## src/rtl/loco_pkg.sv

```systemverilog
// Shared definitions for the context scheduler: field widths, RAM word layout,
// pack/unpack helpers and the scheduler FSM encoding.
package loco_pkg;

    localparam int A_W     = 13;
    localparam int B_W     = 7;
    localparam int C_W     = 8;
    localparam int N_W     = 7;
    localparam int Q_W     = 9;
    localparam int NUM_CTX = 365;
    localparam int A_INIT  = 4;
    localparam int RAM_W   = A_W + B_W + C_W + N_W;

    // Field offsets inside a RAM word {A,B,C,N}
    localparam int N_LSB = 0;
    localparam int C_LSB = N_LSB + N_W;
    localparam int B_LSB = C_LSB + C_W;
    localparam int A_LSB = B_LSB + B_W;

    typedef struct packed {
        logic [A_W-1:0] a;
        logic [B_W-1:0] b;
        logic [C_W-1:0] c;
        logic [N_W-1:0] n;
    } ctx_t;

    typedef enum logic [1:0] {
        ST_IDLE,
        ST_INIT,
        ST_RUN,
        ST_DRAIN
    } state_t;

    // Word written to every context during the frame-start clear
    localparam logic [RAM_W-1:0] INIT_WORD = {A_W'(A_INIT), {B_W{1'b0}}, {C_W{1'b0}}, N_W'(1)};

    function automatic logic [RAM_W-1:0] ctx_pack(input ctx_t c);
        logic [RAM_W-1:0] w;
        w = '0;
        w[A_LSB +: A_W] = c.a;
        w[B_LSB +: B_W] = c.b;
        w[C_LSB +: C_W] = c.c;
        w[N_LSB +: N_W] = c.n;
        return w;
    endfunction

    function automatic ctx_t ctx_unpack(input logic [RAM_W-1:0] w);
        ctx_t c;
        c.a = w[A_LSB +: A_W];
        c.b = w[B_LSB +: B_W];
        c.c = w[C_LSB +: C_W];
        c.n = w[N_LSB +: N_W];
        return c;
    endfunction

endpackage

```

## src/rtl/context_sched_if.sv

```systemverilog
// Bus bundle around the scheduler: upstream pixel handshake, stage-4 context
// and update lanes, and the external context RAM ports.
interface context_sched_if;
    import loco_pkg::*;

    // upstream context-quantisation handshake
    logic             q_valid;
    logic [Q_W-1:0]   q_in;
    logic             q_last;
    logic             ready;

    // stage-4 context out / update in
    logic             ctx_valid;
    logic [A_W-1:0]   A_Q;
    logic [B_W-1:0]   B_Q;
    logic [C_W-1:0]   C_Q;
    logic [N_W-1:0]   N_Q;
    logic [A_W-1:0]   upd_A;
    logic [B_W-1:0]   upd_B;
    logic [C_W-1:0]   upd_C;
    logic [N_W-1:0]   upd_N;

    // external context RAM
    logic             ram_re;
    logic [Q_W-1:0]   ram_raddr;
    logic [RAM_W-1:0] ram_rdata;
    logic             ram_we;
    logic [Q_W-1:0]   ram_waddr;
    logic [RAM_W-1:0] ram_wdata;

    // scheduler side
    modport master (
        input  q_valid, q_in, q_last, upd_A, upd_B, upd_C, upd_N, ram_rdata,
        output ready, ctx_valid, A_Q, B_Q, C_Q, N_Q,
               ram_re, ram_raddr, ram_we, ram_waddr, ram_wdata
    );

    // environment side: upstream stage, stage 4 and the RAM
    modport slave (
        output q_valid, q_in, q_last, upd_A, upd_B, upd_C, upd_N, ram_rdata,
        input  ready, ctx_valid, A_Q, B_Q, C_Q, N_Q,
               ram_re, ram_raddr, ram_we, ram_waddr, ram_wdata
    );
endinterface

```

## src/rtl/ctx_fwd.sv

```systemverilog
// Context selection: unpacks either the RAM read word or the forwarded update
// (back-to-back same index) and packs the stage-4 update for writeback.
module ctx_fwd
    import loco_pkg::*;
(
    input  logic             valid,
    input  logic             fwd_hit,
    input  logic [RAM_W-1:0] rdata,
    input  logic [RAM_W-1:0] fwd_data,
    input  logic [A_W-1:0]   upd_a,
    input  logic [B_W-1:0]   upd_b,
    input  logic [C_W-1:0]   upd_c,
    input  logic [N_W-1:0]   upd_n,
    output ctx_t             ctx,
    output logic [RAM_W-1:0] upd_word
);

    // Context is zero outside valid cycles; forwarded word wins on a hit
    always_comb begin
        ctx = '0;
        if (valid) begin
            ctx = fwd_hit ? ctx_unpack(fwd_data) : ctx_unpack(rdata);
        end
    end

    // Pack the stage-4 update lanes into a RAM word
    always_comb begin
        ctx_t upd;
        upd.a    = upd_a;
        upd.b    = upd_b;
        upd.c    = upd_c;
        upd.n    = upd_n;
        upd_word = ctx_pack(upd);
    end

endmodule

```

## src/rtl/context_sched.sv

```systemverilog
// Per-context state sequencer: clears the context RAM at frame start, then
// reads one context per pixel, presents it to stage 4 a cycle later and
// writes the update back, forwarding it when the next pixel uses the same index.
module context_sched
    import loco_pkg::*;
(
    input  logic            clk,
    input  logic            reset,
    input  logic            start,
    context_sched_if.master bus,
    output logic            busy,
    output logic            done,
    output logic            q_err
);

    state_t           state_reg, state_next;
    logic [Q_W-1:0]   cnt_reg, cnt_next;
    logic [Q_W-1:0]   p1_reg;
    logic             p1_valid_reg;
    logic             fwd_hit_reg;
    logic [RAM_W-1:0] fwd_data_reg;
    logic             q_err_reg;
    logic             accept;
    ctx_t             ctx;
    logic [RAM_W-1:0] upd_word;

    assign accept = (state_reg == ST_RUN) && bus.q_valid;

    ctx_fwd u_ctx_fwd (
        .valid    (p1_valid_reg),
        .fwd_hit  (fwd_hit_reg),
        .rdata    (bus.ram_rdata),
        .fwd_data (fwd_data_reg),
        .upd_a    (bus.upd_A),
        .upd_b    (bus.upd_B),
        .upd_c    (bus.upd_C),
        .upd_n    (bus.upd_N),
        .ctx      (ctx),
        .upd_word (upd_word)
    );

    // FSM state and clear-address counter
    always_ff @(posedge clk) begin
        if (!reset) begin
            state_reg <= ST_IDLE;
            cnt_reg   <= '0;
        end else begin
            state_reg <= state_next;
            cnt_reg   <= cnt_next;
        end
    end

    // Next-state: clear runs exactly NUM_CTX cycles, drain ends once the last writeback is out
    always_comb begin
        state_next = state_reg;
        cnt_next   = cnt_reg;
        case (state_reg)
            ST_IDLE: begin
                if (start) begin
                    state_next = ST_INIT;
                    cnt_next   = '0;
                end
            end
            ST_INIT: begin
                cnt_next = cnt_reg + 1'b1;
                if (cnt_reg == Q_W'(NUM_CTX - 1)) begin
                    state_next = ST_RUN;
                end
            end
            ST_RUN: begin
                if (accept && bus.q_last) begin
                    state_next = ST_DRAIN;
                end
            end
            ST_DRAIN: begin
                if (!p1_valid_reg) begin
                    state_next = ST_IDLE;
                end
            end
            default: state_next = ST_IDLE;
        endcase
    end

    // Read/writeback pipeline, forward register and sticky range error
    always_ff @(posedge clk) begin
        if (!reset) begin
            p1_reg       <= '0;
            p1_valid_reg <= 1'b0;
            fwd_hit_reg  <= 1'b0;
            fwd_data_reg <= '0;
            q_err_reg    <= 1'b0;
        end else begin
            p1_valid_reg <= accept;
            if (accept) begin
                p1_reg <= bus.q_in;
            end
            // a hit means the word being read now is stale: it is written this very cycle
            fwd_hit_reg <= accept && p1_valid_reg && (bus.q_in == p1_reg);
            if (p1_valid_reg) begin
                fwd_data_reg <= upd_word;
            end
            if (state_reg == ST_IDLE && start) begin
                q_err_reg <= 1'b0;
            end else if (accept && (bus.q_in >= Q_W'(NUM_CTX))) begin
                q_err_reg <= 1'b1;
            end
        end
    end

    // Output decode: clear writes take the RAM port in INIT, writebacks in RUN/DRAIN
    always_comb begin
        bus.ready     = (state_reg == ST_RUN);
        bus.ram_re    = accept;
        bus.ram_raddr = accept ? bus.q_in : '0;
        bus.ram_we    = 1'b0;
        bus.ram_waddr = '0;
        bus.ram_wdata = '0;
        if (state_reg == ST_INIT) begin
            bus.ram_we    = 1'b1;
            bus.ram_waddr = cnt_reg;
            bus.ram_wdata = INIT_WORD;
        end else if (p1_valid_reg) begin
            bus.ram_we    = 1'b1;
            bus.ram_waddr = p1_reg;
            bus.ram_wdata = upd_word;
        end
        bus.ctx_valid = p1_valid_reg;
        bus.A_Q       = ctx.a;
        bus.B_Q       = ctx.b;
        bus.C_Q       = ctx.c;
        bus.N_Q       = ctx.n;
        busy          = (state_reg != ST_IDLE);
        done          = (state_reg == ST_DRAIN) && !p1_valid_reg;
        q_err         = q_err_reg;
    end

endmodule

```

## src/flat_wrapper.sv

```systemverilog
// flat-port wrapper written by rule: the top's interface ports become plain ports
module context_sched_flat import loco_pkg::*;
  (clk, reset, start, busy, done, q_err, bus_q_valid, bus_q_in, bus_q_last, bus_upd_A, bus_upd_B, bus_upd_C, bus_upd_N, bus_ram_rdata, bus_ready, bus_ctx_valid, bus_A_Q, bus_B_Q, bus_C_Q, bus_N_Q, bus_ram_re, bus_ram_raddr, bus_ram_we, bus_ram_waddr, bus_ram_wdata);
  context_sched_if bus_i ();
  input  logic clk;
  input  logic reset;
  input  logic start;
  output logic busy;
  output logic done;
  output logic q_err;
  input wire logic [$bits(bus_i.q_valid)-1:0] bus_q_valid;
  input wire logic [$bits(bus_i.q_in)-1:0] bus_q_in;
  input wire logic [$bits(bus_i.q_last)-1:0] bus_q_last;
  input wire logic [$bits(bus_i.upd_A)-1:0] bus_upd_A;
  input wire logic [$bits(bus_i.upd_B)-1:0] bus_upd_B;
  input wire logic [$bits(bus_i.upd_C)-1:0] bus_upd_C;
  input wire logic [$bits(bus_i.upd_N)-1:0] bus_upd_N;
  input wire logic [$bits(bus_i.ram_rdata)-1:0] bus_ram_rdata;
  output wire logic [$bits(bus_i.ready)-1:0] bus_ready;
  output wire logic [$bits(bus_i.ctx_valid)-1:0] bus_ctx_valid;
  output wire logic [$bits(bus_i.A_Q)-1:0] bus_A_Q;
  output wire logic [$bits(bus_i.B_Q)-1:0] bus_B_Q;
  output wire logic [$bits(bus_i.C_Q)-1:0] bus_C_Q;
  output wire logic [$bits(bus_i.N_Q)-1:0] bus_N_Q;
  output wire logic [$bits(bus_i.ram_re)-1:0] bus_ram_re;
  output wire logic [$bits(bus_i.ram_raddr)-1:0] bus_ram_raddr;
  output wire logic [$bits(bus_i.ram_we)-1:0] bus_ram_we;
  output wire logic [$bits(bus_i.ram_waddr)-1:0] bus_ram_waddr;
  output wire logic [$bits(bus_i.ram_wdata)-1:0] bus_ram_wdata;
  assign bus_i.q_valid = bus_q_valid;
  assign bus_i.q_in = bus_q_in;
  assign bus_i.q_last = bus_q_last;
  assign bus_i.upd_A = bus_upd_A;
  assign bus_i.upd_B = bus_upd_B;
  assign bus_i.upd_C = bus_upd_C;
  assign bus_i.upd_N = bus_upd_N;
  assign bus_i.ram_rdata = bus_ram_rdata;
  assign bus_ready = bus_i.ready;
  assign bus_ctx_valid = bus_i.ctx_valid;
  assign bus_A_Q = bus_i.A_Q;
  assign bus_B_Q = bus_i.B_Q;
  assign bus_C_Q = bus_i.C_Q;
  assign bus_N_Q = bus_i.N_Q;
  assign bus_ram_re = bus_i.ram_re;
  assign bus_ram_raddr = bus_i.ram_raddr;
  assign bus_ram_we = bus_i.ram_we;
  assign bus_ram_waddr = bus_i.ram_waddr;
  assign bus_ram_wdata = bus_i.ram_wdata;
  context_sched u_core (.clk(clk), .reset(reset), .start(start), .bus(bus_i), .busy(busy), .done(done), .q_err(q_err));
endmodule
```

## config.mk

```make
export PLATFORM = sky130hd
export DESIGN_NAME = context_sched_flat
export DESIGN_NICKNAME = d
export VERILOG_FILES = /design/src/rtl/loco_pkg.sv /design/src/rtl/context_sched_if.sv /design/src/rtl/ctx_fwd.sv /design/src/rtl/context_sched.sv /design/src/flat_wrapper.sv
export SDC_FILE = /design/constraint.sdc
export NUM_CORES = 1
export LEC_CHECK = 0
export CORE_MARGIN = 2
export CORE_UTILIZATION = 40
export CTS_CLUSTER_SIZE = 16
export DETAILED_ROUTE_END_ITERATION = 10
export HOLD_SLACK_MARGIN = 0.02
export PLACE_DENSITY = 0.87
export SLEW_MARGIN = 40
export SYNTH_ARGS = -nofsm -noshare
export SYNTH_HDL_FRONTEND = slang
export SYNTH_SLANG_ARGS = --single-unit
```

## constraint.sdc

```tcl
create_clock -name clk -period 3.7 [get_ports clk]
set_input_delay 0.555 -clock clk [delete_from_list [all_inputs] [get_ports clk]]
set_output_delay 0.555 -clock clk [all_outputs]
set_load 0.005 [all_outputs]
```

==> run summary <==
Final wirelength: 10600 um
Yosys top cell area share: 0.347
Commonest non-fill, non-tap cell in the layout: clkdlybuf4s50_1
CP Capture Type: primary output
Total power: 1.98 mW
Initial antenna violation count: 0
Ant. Diodes: 0
Clock Latency Late Sink: 0.32 ns
Clock Skews: 0.00800 ns
Post CTS Setup Buffer Count: 0
Dominant synthesized flop cell: dfxtp_1
Clock-pin transition on the worst setup and hold timing paths: 0.07 ns
Req. time, crit path: 3.14 ns
Layout cells sized above 1: 0.0489
Final #Nets: 699
Final Hold Fails: 0
Slowest CP cell: clkdlybuf4s50_1
Synth area leader: dfxtp_1
Fillers: 688
Most frequent cells in the layout: clkdlybuf4s50_1 (178), nand2_1 (78), dfxtp_1 (56), nor2_1 (46), a21oi_1 (46)
Setup TNS Final: 0 ns
CTS Hold Bufs: 0
CTS tree: done
DR iter-0 viols: 116
Post-CTS sizing: 0
#FFs+latches synth: 58
Sink Count: 58
Register-to-register setup slack: 1.80 ns
Dpl hpwl: 8080 um
First-pass GRT wire length: 15800 um
Yosys warning count: 0
PortBufs: 178
Delay of the slowest critical-path stage: 0.43 ns
Syn Area/Cell: 7.52 sq um
Die height: 95.5 um
Number of remaining DRC errors: 0
Area Growth Syn to Fin: 60.3%
Post-synth EDFFs: 0
Largest register FFs: 35
Final instance area: 0.00537 sq mm
Sequential fraction of the synthesis area: 0.347
Via count: 3582
Site row count: 33
H-tree Lvls: 3
Crit path cell chain: inv_1, ha_1, nand2_1, clkinv_1, nand2_1, inv_1, clkdlybuf4s50_1
Status: completed
Critical-path maximum fanout: 11
RSZ-0062 raised after global routing: no
Netlist cell types: 36
DR WL/cell: 14.8 um
Rel. slew slack: 0.587
WP buf/inv: 4
Die area: 0.00912 sq mm
Hold Path Class: reg -> reg
Max_cap viols: 0
Total CTS buffers: 9
Pwr per Cell Area: 369 mW/mm^2
Post-synth ARST share: 0
DR vias/cell: 4.98
Vias in the first global route: 3342
Setup slack after layout: 0.785 ns
GRT Total Usage: 0.220
Worst setup SP type: register
Crit path max-delay family: buffers and inverters
Setup violators final: 0
Die W: 95.5 um
Placed cell areas: 0.00518 sq mm
Pleak: 1.93 nW
Final Slew Violations: 0
Mapped Nets: 535
Starting Density: 0.410
ANT nets after route: 0
Main area contributors after synthesis: dfxtp_1 (35%), mux2i_1 (12%), nand2_1 (8.7%)
DP Worst Slack: 0.841 ns
Period utilization: 0.788
Core area: 0.00818 sq mm
Max clock buf depth: 2
GPL Wtd Cong: 0.895
Largest net degree at the start of global routing: 71
Cells after Synth: 445
DRT Pass-1 Iters: 4
CP Class: reg -> out
VDD IR max: 0.000212 V
Root buf cell: clkbuf_8
Worst-margin pin slew: 0.619 ns
Finished Core Util: 0.657
Io pins: 179
Synth Cell Area: 0.00335 sq mm
Final min period: 2.91 ns
Fmax achieved: 0.343 GHz
GR Overflow Total: 0
Data arrival, critical path: 2.36 ns
[metrics by stage]
step | std cells | hold WS, ns
final | 719 | 0.471
after global routing | 719 | 0.498
after CTS | 719 | 0.475
after detailed placement | 703 | 0.464
after global placement | 703 | 0.458
after floorplan | 445 | 0.450
[cells in the mapped netlist, drive strengths merged, types with 2 or more instances]
master  count
a21o        2
xor2        3
nand2b     33
nor2       46
clkbuf     25
inv        15
a21oi      47
nand4       5
nand2      78
o21ai      12
xnor2      11
mux2i      39
nand3       2
buf         5
nor3        2
dfxtp      58
and3        3
nor2b      39
ha          6
[per-layer routing]
| metal | share of wire | track usage |
|---|---|---|
| met5 | 0 | 0 |
| met1 | 0.39 | 0.240 |
| met4 | 0.017 | 0.0738 |
| met3 | 0.076 | 0.0474 |
| met2 | 0.51 | 0.417 |
[logic make-up (layout without fill, tap and decap cells)]
| family | count (synthesis) | count (layout) | synth area share |
|---|---|---|---|
| simple gates | 213 | 213 | 0.306 |
| compound gates | 68 | 68 | 0.115 |
| flops | 58 | 58 | 0.347 |
| fa+ha+maj | 6 | 6 | 0.0224 |
| mux | 40 | 40 | 0.120 |
| xor+xnor | 14 | 14 | 0.0366 |
| buf+inv | 46 | 215 | 0.0534 |
[worst paths after layout]
kind,start,endpoint,cells after the start
worst max-delay path,u_core.state_reg[0],bus_ram_raddr[5],7
worst min-delay path,u_core.fwd_data_reg[6],u_core.fwd_data_reg[6],2
worst max register to register,u_core.state_reg[1],u_core.cnt_reg[7],6
worst min register to register,u_core.fwd_data_reg[6],u_core.fwd_data_reg[6],2
[power by group]
| group | switching, mW | internal [mW] | leakage (nW) | total (mW) |
|---|---|---|---|---|
| clock | 0.235 | 0.296 | 0.0965 | 0.531 |
| combinational | 0.364 | 0.373 | 1.36 | 0.737 |
| sequential | 0.0389 | 0.672 | 0.469 | 0.711 |
[worst min-delay path: cells and delay by family (launching register included)]
family           cells  cell delay (ns)
AND/OR/NAND/NOR      1             0.06
flip-flops           1             0.31
AO/OA/AOI/OAI        1             0.06
[cell type report]
cell class | instances | area [sq um] | share of cell area
multi-input combinational | 341 | 2010 | 0.375
timing repair buffer | 183 | 1820 | 0.339
sequential | 58 | 1160 | 0.217
clock buffer | 14 | 173 | 0.0322
tap | 105 | 131 | 0.0245
inverter | 16 | 60.1 | 0.0112
clock inverter | 2 | 10.0 | 0.00186
Power figures use the tool's default switching activity.
